File: src/rtl/pipe_stage_hs_pkg.sv
// Shared pipeline types: boundary payload structs and the elastic-stage occupancy states.
package pipe_stage_hs_pkg;

    localparam int XLEN   = 32;
    localparam int REG_AW = 5;

    typedef enum logic [1:0] {PS_EMPTY, PS_ONE, PS_TWO} pstage_state_t;

    typedef struct packed {
        logic [XLEN-1:0] pc;
        logic [31:0]     instr;
    } if_id_t;

    typedef struct packed {
        logic [XLEN-1:0]   pc;
        logic [XLEN-1:0]   reg_data1;
        logic [XLEN-1:0]   reg_data2;
        logic [XLEN-1:0]   imm_ext;
        logic [REG_AW-1:0] rs1;
        logic [REG_AW-1:0] rs2;
        logic [REG_AW-1:0] rd;
        logic [2:0]        funct3;
        logic [6:0]        funct7;
        logic [6:0]        opcode;
    } id_ex_t;

    typedef struct packed {
        logic [XLEN-1:0]   pc;
        logic [XLEN-1:0]   alu_result;
        logic [XLEN-1:0]   store_data;
        logic [REG_AW-1:0] rd;
        logic [2:0]        funct3;
        logic              mem_read;
        logic              mem_write;
        logic              reg_write;
    } ex_mem_t;

    typedef struct packed {
        logic [XLEN-1:0]   wb_data;
        logic [REG_AW-1:0] rd;
        logic              reg_write;
    } mem_wb_t;

endpackage

File: src/rtl/id_ex_hs.sv
// ID/EX boundary: elastic stage carrying the id_ex_t payload struct.
// Exposes the perf counters when PIPE_STAGE_PERF_EN is defined.
module id_ex_hs
    import pipe_stage_hs_pkg::*;
#(
    parameter bit CLEAR_DATA = 1'b1,
    parameter int CNT_W      = 32
) (
    input  logic             clk,
    input  logic             rst_n,
    input  logic             flush,
    input  logic             in_valid,
    output logic             in_ready,
    input  id_ex_t           in_data,
    output logic             out_valid,
    input  logic             out_ready,
    output id_ex_t           out_data
`ifdef PIPE_STAGE_PERF_EN
    ,
    output logic [CNT_W-1:0] stall_cnt,
    output logic [CNT_W-1:0] bubble_cnt
`endif
);

    logic [$bits(id_ex_t)-1:0] w_out_data;

    pipe_stage_hs #(
        .DATA_W     ($bits(id_ex_t)),
        .CLEAR_DATA (CLEAR_DATA),
        .CNT_W      (CNT_W)
    ) u_stage (
        .clk        (clk),
        .rst_n      (rst_n),
        .flush      (flush),
        .in_valid   (in_valid),
        .in_ready   (in_ready),
        .in_data    (in_data),
        .out_valid  (out_valid),
        .out_ready  (out_ready),
        .out_data   (w_out_data)
`ifdef PIPE_STAGE_PERF_EN
        ,
        .stall_cnt  (stall_cnt),
        .bubble_cnt (bubble_cnt)
`endif
    );

    assign out_data = id_ex_t'(w_out_data);

endmodule

File: src/rtl/pipe_stage_hs.sv
// Elastic valid/ready pipeline register with a one-entry skid buffer and synchronous flush.
// Optional stall/bubble counters are built when PIPE_STAGE_PERF_EN is defined.
module pipe_stage_hs
    import pipe_stage_hs_pkg::*;
#(
    parameter int DATA_W     = 32,
    parameter bit CLEAR_DATA = 1'b1,
    parameter int CNT_W      = 32
) (
    input  logic              clk,
    input  logic              rst_n,
    input  logic              flush,
    input  logic              in_valid,
    output logic              in_ready,
    input  logic [DATA_W-1:0] in_data,
    output logic              out_valid,
    input  logic              out_ready,
    output logic [DATA_W-1:0] out_data
`ifdef PIPE_STAGE_PERF_EN
    ,
    output logic [CNT_W-1:0]  stall_cnt,
    output logic [CNT_W-1:0]  bubble_cnt
`endif
);

    pstage_state_t     r_state;
    pstage_state_t     w_state_nxt;
    logic [DATA_W-1:0] r_main_d;
    logic [DATA_W-1:0] r_skid_d;
    logic              w_in_xfer;
    logic              w_out_xfer;
    logic              w_ld_main_in;
    logic              w_ld_main_skid;
    logic              w_ld_skid;
    logic              w_clr_main;
    logic              w_clr_skid;

    // Ready depends only on the state register, never on out_ready.
    assign in_ready   = (r_state != PS_TWO);
    assign out_valid  = (r_state != PS_EMPTY);
    assign out_data   = r_main_d;
    assign w_in_xfer  = in_valid & in_ready;
    assign w_out_xfer = out_valid & out_ready;

    always_ff @(posedge clk or negedge rst_n) begin
        if (!rst_n) begin
            r_state <= PS_EMPTY;
        end else begin
            r_state <= w_state_nxt;
        end
    end

    always_comb begin
        w_state_nxt    = r_state;
        w_ld_main_in   = 1'b0;
        w_ld_main_skid = 1'b0;
        w_ld_skid      = 1'b0;
        w_clr_main     = 1'b0;
        w_clr_skid     = 1'b0;
        if (flush) begin
            w_state_nxt = PS_EMPTY;
            w_clr_main  = 1'b1;
            w_clr_skid  = 1'b1;
        end else begin
            case (r_state)
                PS_EMPTY: begin
                    if (w_in_xfer) begin
                        w_state_nxt  = PS_ONE;
                        w_ld_main_in = 1'b1;
                    end
                end
                PS_ONE: begin
                    if (w_in_xfer && w_out_xfer) begin
                        w_ld_main_in = 1'b1;
                    end else if (w_in_xfer) begin
                        w_state_nxt = PS_TWO;
                        w_ld_skid   = 1'b1;
                    end else if (w_out_xfer) begin
                        w_state_nxt = PS_EMPTY;
                        w_clr_main  = 1'b1;
                    end
                end
                PS_TWO: begin
                    if (w_out_xfer) begin
                        w_state_nxt    = PS_ONE;
                        w_ld_main_skid = 1'b1;
                        w_clr_skid     = 1'b1;
                    end
                end
                default: begin
                    w_state_nxt = PS_EMPTY;
                    w_clr_main  = 1'b1;
                    w_clr_skid  = 1'b1;
                end
            endcase
        end
    end

    // With CLEAR_DATA=0 only the occupancy is cleared; payload keeps its stale value.
    always_ff @(posedge clk or negedge rst_n) begin
        if (!rst_n) begin
            r_main_d <= '0;
            r_skid_d <= '0;
        end else begin
            if (w_ld_main_in) begin
                r_main_d <= in_data;
            end else if (w_ld_main_skid) begin
                r_main_d <= r_skid_d;
            end else if (CLEAR_DATA && w_clr_main) begin
                r_main_d <= '0;
            end
            if (w_ld_skid) begin
                r_skid_d <= in_data;
            end else if (CLEAR_DATA && w_clr_skid) begin
                r_skid_d <= '0;
            end
        end
    end

`ifdef PIPE_STAGE_PERF_EN
    logic [CNT_W-1:0] r_stall_cnt;
    logic [CNT_W-1:0] r_bubble_cnt;

    // Saturating counters; flush deliberately leaves them alone.
    always_ff @(posedge clk or negedge rst_n) begin
        if (!rst_n) begin
            r_stall_cnt  <= '0;
            r_bubble_cnt <= '0;
        end else begin
            if (out_valid && !out_ready && (r_stall_cnt != '1)) begin
                r_stall_cnt <= r_stall_cnt + CNT_W'(1);
            end
            if (!out_valid && (r_bubble_cnt != '1)) begin
                r_bubble_cnt <= r_bubble_cnt + CNT_W'(1);
            end
        end
    end

    assign stall_cnt  = r_stall_cnt;
    assign bubble_cnt = r_bubble_cnt;
`else
    localparam int cnt_w_unused = CNT_W;
`endif

endmodule
File: config.mk
export PLATFORM = sky130hd
export DESIGN_NAME = id_ex_hs
export DESIGN_NICKNAME = d
export VERILOG_FILES = /design/src/rtl/pipe_stage_hs_pkg.sv /design/src/rtl/id_ex_hs.sv /design/src/rtl/pipe_stage_hs.sv
export SDC_FILE = /design/constraint.sdc
export NUM_CORES = 1
export LEC_CHECK = 0
export BUFFER_PORTS_ARGS = -buffer_cell sky130_fd_sc_hd__buf_2
export CORE_MARGIN = 4
export CORE_UTILIZATION = 35
export DETAILED_ROUTE_END_ITERATION = 10
export GPL_TIMING_DRIVEN = 1
export HOLD_SLACK_MARGIN = 0.06
export PLACE_DENSITY_LB_ADDON = 0.2
export REMOVE_ABC_BUFFERS = 1
export SLEW_MARGIN = 20
export SYNTH_ARGS = -nofsm -noshare
export SYNTH_HDL_FRONTEND = slang
export SYNTH_HIERARCHICAL = 1
export SYNTH_SLANG_ARGS = --single-unit
File: constraint.sdc
create_clock -name clk -period 4.3 [get_ports clk]
set_input_delay 1.075 -clock clk [delete_from_list [all_inputs] [get_ports clk]]
set_output_delay 1.075 -clock clk [all_outputs]
set_load 0.005 [all_outputs]
# == Yosys cells after proc, flatten, opt, wreduce, memory -nomap -nowiden ==
# Index checks and enable logic that the tools add are counted.
# W data, S select, Z words.
# op_classes
eq_ne,7
n_mux,28
bitwise_logic,2
reduce_logical,8
# ops
operator,n
$mux W160,5
$mux W1,13
$mux W2,6
$ne A3 B2 Y1 const B,2
$pmux W1 S2,3
$pmux W2 S3,1
$ne A4 B2 Y1 const B,1
$reduce_and A4 Y1,1
$reduce_bool A2 Y1,2
$reduce_or A2 Y1,2
$ne A3 B3 Y1 const B,1
$reduce_bool A3 Y1,1
$and A1 B1 Y1,2
$eq A2 B1 Y1 const B,1
$eq A2 B2 Y1 const B,1
$logic_not A2 Y1,1
$ne A2 B2 Y1 const B,1
$logic_and A1 B1 Y1,1
# word_totals
regBits,322
output_inout_bits,162
wordCells,48

# == Longest topological paths before layout ==
# Gate-level depths: netlist of the first run.
# logic_depth
ltp_word,10
mapped_depth,7

# == Worst setup path after synthesis of the first run ==
# Ideal clock, no wire load.
# synth_path
path_type,input port to flip-flop
from,input out_ready
to,"register u_stage.r_main_d[100], in the netlist u_stage/out_data[100]"
arrival_time_ns,2.178
required_time_ns,4.174
slack_ns,1.996
cell_stages,6
path_cell_list,buf_2 -> buf_2 -> buf_2 -> mux2i_1 -> nor2_1 -> a221o_1
# synth_between
elab_chain_len,7
word_cells_on_any_way,15
# synth_rtl
element,line,text
from (decl),id_ex_hs.sv:16,"input logic out_ready,"
$and A1 B1 Y1 *,pipe_stage_hs.sv:43,assign w_out_xfer = out_valid & out_ready;
$mux W1,"pipe_stage_hs.sv:78, pipe_stage_hs.sv:84",
$mux W1,pipe_stage_hs.sv:75,end else if (w_in_xfer) begin
$mux W1,pipe_stage_hs.sv:73,if (w_in_xfer && w_out_xfer) begin
$pmux W1 S2,pipe_stage_hs.sv:65,case (r_state)
$mux W1,pipe_stage_hs.sv:60,if (flush) begin
$reduce_bool A3 Y1 (no line),n/a,
to (signal assigned),pipe_stage_hs.sv:106,r_main_d <= in_data;
to (signal assigned),pipe_stage_hs.sv:108,r_main_d <= r_skid_d;
to (decl),pipe_stage_hs.sv:28,logic [DATA_W-1:0] r_main_d;
# Every way passes the cells marked *; elsewhere a longest branch is shown, timed or not.
# A chain may end at the register's enable or synchronous reset.

# == Worst setup path in the final report of the first run ==
# layout_path
from,register u_stage.r_state[0]
to,output out_valid
# layout_between
elab_chain_len,1
# layout_rtl
element,line,text
from (decl),pipe_stage_hs.sv:26,pstage_state_t r_state;
from (signal assigned),pipe_stage_hs.sv:49,r_state <= w_state_nxt;
$reduce_bool A2 Y1,pipe_stage_hs.sv:40,assign out_valid = (r_state != PS_EMPTY);
to (decl),id_ex_hs.sv:15,"output logic out_valid,"
# Every way passes these cells.

==> impl_metrics.json, run 1 <==
{
  "drc_errors": 0,
  "path_max_fanout": 8,
  "dieHeight_um": 208,
  "synth_seq_cells": 322,
  "p_total_mw": 7.36,
  "dp_hpwl_um": 23900,
  "p_sw_frac": 0.248,
  "p_int_mw": 5.53,
  "vdd_ir_drop_max_mv": 0.274,
  "avgSynthCellArea_um2": 12.9,
  "p_per_area_mw_per_mm2": 424,
  "leakage_nw": 8.70,
  "synth_area_leader_cell": "dfrtp_1",
  "arrival_ns": 1.43,
  "fp.coreArea_mm2": 0.0397,
  "fmaxAchievable_mhz": 399,
  "track_usage": 0.182,
  "overflow": 0,
  "power_frac_clock": 0.446,
  "via_per_inst": 5.60,
  "slew_viol_final": 0,
  "hold_viol_final": 0,
  "hold_depth": 1,
  "die_x_um": 208,
  "synth_top_cell_area_share": 0.573,
  "place_congestion": 0.751,
  "hp-class": "reg -> reg",
  "cts_tree": "done",
  "grt_max_degree": 110,
  "p_comb_frac": 0.107,
  "grt_pass1_vias": 10700,
  "ys_warn_count": 6,
  "grt_pass1_wl_um": 65000,
  "setup_violations": 0,
  "max_cap_violations": 0,
  "syn_area_mm2": 0.0141,
  "routed_wl_um": 41000,
  "cts_buffers": 38,
  "ff2ff_path_depth": 4,
  "worst_slew_pin_slew_ns": 0.955,
  "nets": 1529,
  "pwr-share-seq": 0.447,
  "crit_required_ns": 3.22,
  "path_clk_slew_ns": 0.06,
  "holdWs_ns": 0.503,
  "cts-resized-gates": 0,
  "syn_to_final_growth_pct": 23.4,
  "ios": 327,
  "fin_crit_ns": 2.51,
  "die_area_mm2": 0.0434,
  "final_layout_size_suffix_gt1_frac": 0.293,
  "yosys.cell_types.count": 22,
  "hold_buffers": 0,
  "finalCritPeriodShare": 0.583,
  "ant_nets": 0,
  "clock_skew_ns": 0.0113,
  "relSlewSlack": 0.363,
  "start_kind": "register",
  "cts-root-buf": "clkbuf_16",
  "switchingPower_mw": 1.83,
  "portBuffers": 326,
  "detail_route.wl_per_cell_um": 21.4,
  "rsz0062_at_grt": "false",
  "cts_setup_buffers": 0,
  "fillers": 3691,
  "yosysSeqAreaShare": 0.573,
  "cts.sinks": 322,
  "antenna_found_initial": 6,
  "clk_latency_ns": 0.54,
  "rows": 73,
  "htree_levels": 2,
  "syn_inst": 1087,
  "cts.path.max_buffers": 3,
  "critPathKind": "reg -> out",
  "status": "finished clean",
  "endpoint_kind": "primary output",
  "first_pass_iters": 4,
  "initial_utilization": 0.354,
  "drtIter0Drc": 828,
  "synthTopCellsByArea": "dfrtp_1, mux2i_1, a221o_1",
  "num_vias": 10700
}
==> registers in the layout, summed over array words and instances, names as in the netlist <==
signal and count:
u_stage/r_skid_d 160, u_stage/out_data 160, u_stage/r_state 2
==> worst paths after layout <==
check	from	endpoint	slack, ns
worst max-delay path	u_stage/r_state[0]	out_valid	1.79
worst min-delay path	u_stage/r_skid_d[19]	u_stage/r_skid_d[19]	0.50
max in group asynchronous	rst_n	u_stage/r_skid_d[112]	2.80
worst min register to register	u_stage/r_skid_d[19]	u_stage/r_skid_d[19]	0.50
min in group asynchronous	rst_n	u_stage/r_skid_d[114]	0.59
worst max register to register	u_stage/r_state[1]	u_stage/out_data[118]	2.08
==> synth_stat cells (all sizes together) <==
cell type	n
a22o	160
a211oi	1
buf	88
clkbuf	19
a21oi	1
nand2	1
o21ba	1
dfrtp	322
mux2i	161
nand2b	1
a221o	160
or2	2
nor2b	4
o32ai	2
or3b	2
nor2	162
==> cell usage in the layout, fill, tap and decap left out, types with 3 or more instances in the layout <==
master,instances
clkbuf_8,6
clkbuf_16,41
buf_12,16
clkinv_2,6
buf_2,324
mux2i_1,161
a221o_1,160
bufinv_16,3
clkbuf_1,10
a22o_1,160
dfrtp_1,322
nor2_1,161
==> worst max-delay path, stage by stage, from the launching register on <==
cell and delay, ns:
dfrtp_1 0.47, or2_2 0.31, buf_2 0.13
==> cell type report <==
| type | instances | area, um^2 | area share |
|---|---|---|---|
| timing repair buffer | 344 | 1990 | 0.115 |
| clock inverter | 10 | 128 | 0.00736 |
| sequential | 322 | 8060 | 0.464 |
| antenna | 1 | 2.50 | 0.000144 |
| tap | 525 | 657 | 0.0379 |
| clock buffer | 57 | 1150 | 0.0661 |
| multi-input combinational | 658 | 5370 | 0.310 |
==> power groups by stage <==
stage	clock [mW]	combinational (mW)	sequential, mW
3_3_place_gp	0	0.793	3.33
4_1_cts	3.39	0.801	3.29
3_5_place_dp	0	0.800	3.34
2_1_floorplan	0	0.328	3.33
6_report	3.29	0.788	3.29
5_1_grt	3.50	0.860	3.31
==> per-stage QoR <==
step                       util  worst slack, ns  std cells  setup TNS, ns  cell area [um^2]
after global routing      0.437             1.72       1917              0             17400
after floorplan               -            -2.97        980        -533.82             13400
after global placement    0.405             1.33       1849              0             16100
final                     0.437             1.79       1917              0             17400
after CTS                 0.437             1.74       1916              0             17300
after detailed placement  0.405             1.29       1849              0             16100
==> layer usage <==
layer,wire length [um],global-route usage,share of wire,vias up
met5,62,0,0.0015,-
met4,979,0.0571,0.024,10
met3,2840,0.0464,0.069,69
met2,18400,0.262,0.45,372
met1,18700,0.270,0.46,5529
li1,-,-,-,4753
==> kinds of logic after synthesis <==
logic type | Yosys count | synth area share
multiplexers | 161 | 0.115
AND/OR/NAND/NOR | 172 | 0.0486
flip-flops | 322 | 0.573
buffers and inverters | 107 | 0.0468
AO/OA/AOI/OAI | 325 | 0.217
Note: power is estimated with default switching activity, not from simulation.
==> run 2: changes to the inputs <==
--- a/config.mk
+++ b/config.mk
@@ -5,6 +5,7 @@
 export SDC_FILE = /design/constraint.sdc
 export NUM_CORES = 1
 export LEC_CHECK = 0
+export ABC_AREA = 1
 export BUFFER_PORTS_ARGS = -buffer_cell sky130_fd_sc_hd__buf_2
 export CORE_MARGIN = 4
 export CORE_UTILIZATION = 35
==> constraint.sdc (replaced) <==
create_clock -name clk -period 2.1 [get_ports clk]
set_input_delay 0.525 -clock clk [delete_from_list [all_inputs] [get_ports clk]]
set_output_delay 0.525 -clock clk [all_outputs]
set_load 0.005 [all_outputs]
==> run 2 against run 1 <==
Compared with the run above: cell area grew 14%; clock skew grew 0.0070 ns; synthesized cell count grew 84%; utilization grew 0.67 points; non-clock buffer count grew 41; power grew 130%; critical path type unchanged; largest cell class unchanged.
==> impl_metrics.json, run 2 <==
{
  "status": "finished clean",
  "ios": 327,
  "setup_violations": 0,
  "fin_crit_ns": 2.02,
  "cts-root-buf": "clkbuf_16",
  "fillers": 4500,
  "drtIter0Drc": 1450,
  "finalCritPeriodShare": 0.963,
  "synthTopCellsByCount": "nand2_1, nand4_1, dfrtp_1",
  "hold_depth": 3,
  "die_area_mm2": 0.0490,
  "synth_fa_ha_area_frac": 0,
  "vdd_ir_drop_max_mv": 0.524,
  "synth_compound_area_frac": 0.00134,
  "cts.sinks": 322,
  "synth_area_leader_cell": "dfrtp_1",
  "synth_mux_area_frac": 0,
  "initial_utilization": 0.357,
  "path_max_fanout": 8,
  "syn_to_final_growth_pct": 24.2,
  "rsz0062_at_grt": "false",
  "power_frac_clock": 0.410,
  "antenna_found_initial": 9,
  "max_cap_violations": 0,
  "p_comb_frac": 0.166,
  "dpl_cell_area_mm2": 0.0185,
  "yosys.cell_types.count": 18,
  "endpoint_kind": "primary output",
  "dieHeight_um": 221,
  "synth_top_family_by_area": "simple AND/OR/NAND/NOR gates",
  "hp-class": "in -> reg",
  "cts_tree": "done",
  "crit_required_ns": 1.57,
  "pwr-share-seq": 0.424,
  "p_sw_frac": 0.289,
  "fmaxAchievable_mhz": 494,
  "clock_skew_ns": 0.0183,
  "synthTopCellsByArea": "dfrtp_1, nand4_1, nand2_1",
  "nets": 2387,
  "critPathKind": "reg -> out",
  "yosysSeqAreaShare": 0.506,
  "start_kind": "register",
  "path_clk_slew_ns": 0.06,
  "synth_seq_cells": 322,
  "place_congestion": 0.792,
  "synth-async-reset-ratio": 1.00,
  "grt_pass1_vias": 15600,
  "worstReg2RegEnd": "u_stage/r_skid_d[18]",
  "layout_common_cells": "nand2_1, nand4_1, buf_2",
  "post-route-util": 0.443,
  "rows": 77,
  "die_x_um": 221,
  "drc_errors": 0,
  "final_layout_size_suffix_gt1_frac": 0.205,
  "ant_nets": 0,
  "worst_slew_pin_slew_ns": 0.689,
  "setup_slack_ns": 0.0776,
  "grt_pass1_wl_um": 90600,
  "routed_wl_um": 56300,
  "ff2ff_path_depth": 8,
  "htree_levels": 2,
  "fp.coreArea_mm2": 0.0446,
  "grt_max_degree": 105,
  "p_int_mw": 11.9,
  "relSlewSlack": 0.541,
  "syn_area_mm2": 0.0159,
  "stdcell_area_mm2": 0.0198,
  "synth-edff-count": 0,
  "leakage_nw": 11.0,
  "min_from": "in_data[115]",
  "reg2reg_from": "u_stage/r_state[1]",
  "num_vias": 15800,
  "synthFlopType": "dfrtp_1",
  "cts.path.max_buffers": 3,
  "cts_buffers": 39,
  "p_per_area_mw_per_mm2": 843,
  "finalSetupTns_ns": 0,
  "switchingPower_mw": 4.81,
  "track_usage": 0.223,
  "arrival_ns": 1.50,
  "synth_top_cell_area_share": 0.506,
  "portBuffers": 326,
  "yosys.area_share.simple": 0.397,
  "synth-xor-area-share": 0,
  "holdWs_ns": 0.185,
  "ys_warn_count": 6,
  "overflow": 0,
  "hold_viol_final": 0,
  "via_per_inst": 5.57,
  "dp_hpwl_um": 33100,
  "place_ws_ns": 0.140,
  "slew_viol_final": 0,
  "avgSynthCellArea_um2": 7.95,
  "detail_route.wl_per_cell_um": 19.8,
  "clk_latency_ns": 0.55,
  "min_to": "u_stage/r_skid_d[115]",
  "syn_inst": 2003,
  "rrSetupSlack_ns": 0.36,
  "yosysMostFrequentCell": "nand2_1",
  "final_common_cell": "nand2_1",
  "first_pass_iters": 6
}
[run 2: repair_timing]
item	CTS	global route
resized for setup	1	0
endpoints found under the hold margin	33	0
setup buffers	0	0
hold buffers	1	0
endpoints found under the setup margin	2	0
[run 2: cell families (layout without fill, tap and decap cells)]
logic type,count (synthesis),after routing
compound gates,3,3
buf+inv,375,618
flops,322,322
other cells,0,3
simple gates,1303,1303
[run 2: how the worst max path moves through the flow]
stage	startpoint	endpoint	slack, ns	cells after the start
6_report	u_stage/r_state[0]	out_valid	0.08	3
5_1_grt	u_stage/r_state[1]	out_valid	0.04	3
4_1_cts	u_stage/r_state[0]	out_valid	0.05	3
3_5_place_dp	out_ready	u_stage/out_data[54]	0.14	8
3_3_place_gp	flush	u_stage/r_skid_d[18]	0.17	8
2_1_floorplan	out_ready	u_stage/out_data[0]	-5.89	5
[run 2: worst max-delay path, cell delays in order, from the launching register on]
cell and delay [ns]:
dfrtp_2 0.49, nor2_1 0.19, inv_1 0.12, buf_2 0.15
[run 2: layout make-up]
| class | count | area, um^2 | share of cell area |
|---|---|---|---|
| flip-flops and latches | 322 | 8060 | 0.407 |
| diodes | 3 | 7.51 | 0.000380 |
| clock buffers | 58 | 1190 | 0.0600 |
| well taps | 592 | 741 | 0.0375 |
| clock inverters | 7 | 100 | 0.00506 |
| multi-input cells | 1306 | 6400 | 0.324 |
| repair buffers | 385 | 2640 | 0.133 |
| inverters | 168 | 641 | 0.0324 |
[run 2: routing by layer]
metal / global-route usage / wire length [um] / vias to the layer above
li1: - / - / 7309
met1: 0.310 / 24700 / 7852
met2: 0.354 / 26200 / 577
met3: 0.0470 / 4020 / 85
met4: 0.0652 / 1270 / 12
met5: 0 / 86 / -
[run 2: power by group through the flow]
stage	clock, mW	sequential (mW)	combinational (mW)
4_1_cts	7.02	7.06	2.80
3_5_place_dp	0	7.15	2.79
6_report	6.84	7.06	2.76
5_1_grt	7.29	7.12	3.05
3_3_place_gp	0	7.15	2.77
2_1_floorplan	0	7.13	1.09
[run 2: metrics by stage]
| stage | power [mW] | instances |
|---|---|---|
| after CTS | 16.9 | 2838 |
| final | 16.7 | 2841 |
| after global placement | 9.92 | 2772 |
| after floorplan | 8.22 | 1796 |
| after global routing | 17.5 | 2839 |
| after detailed placement | 9.94 | 2772 |
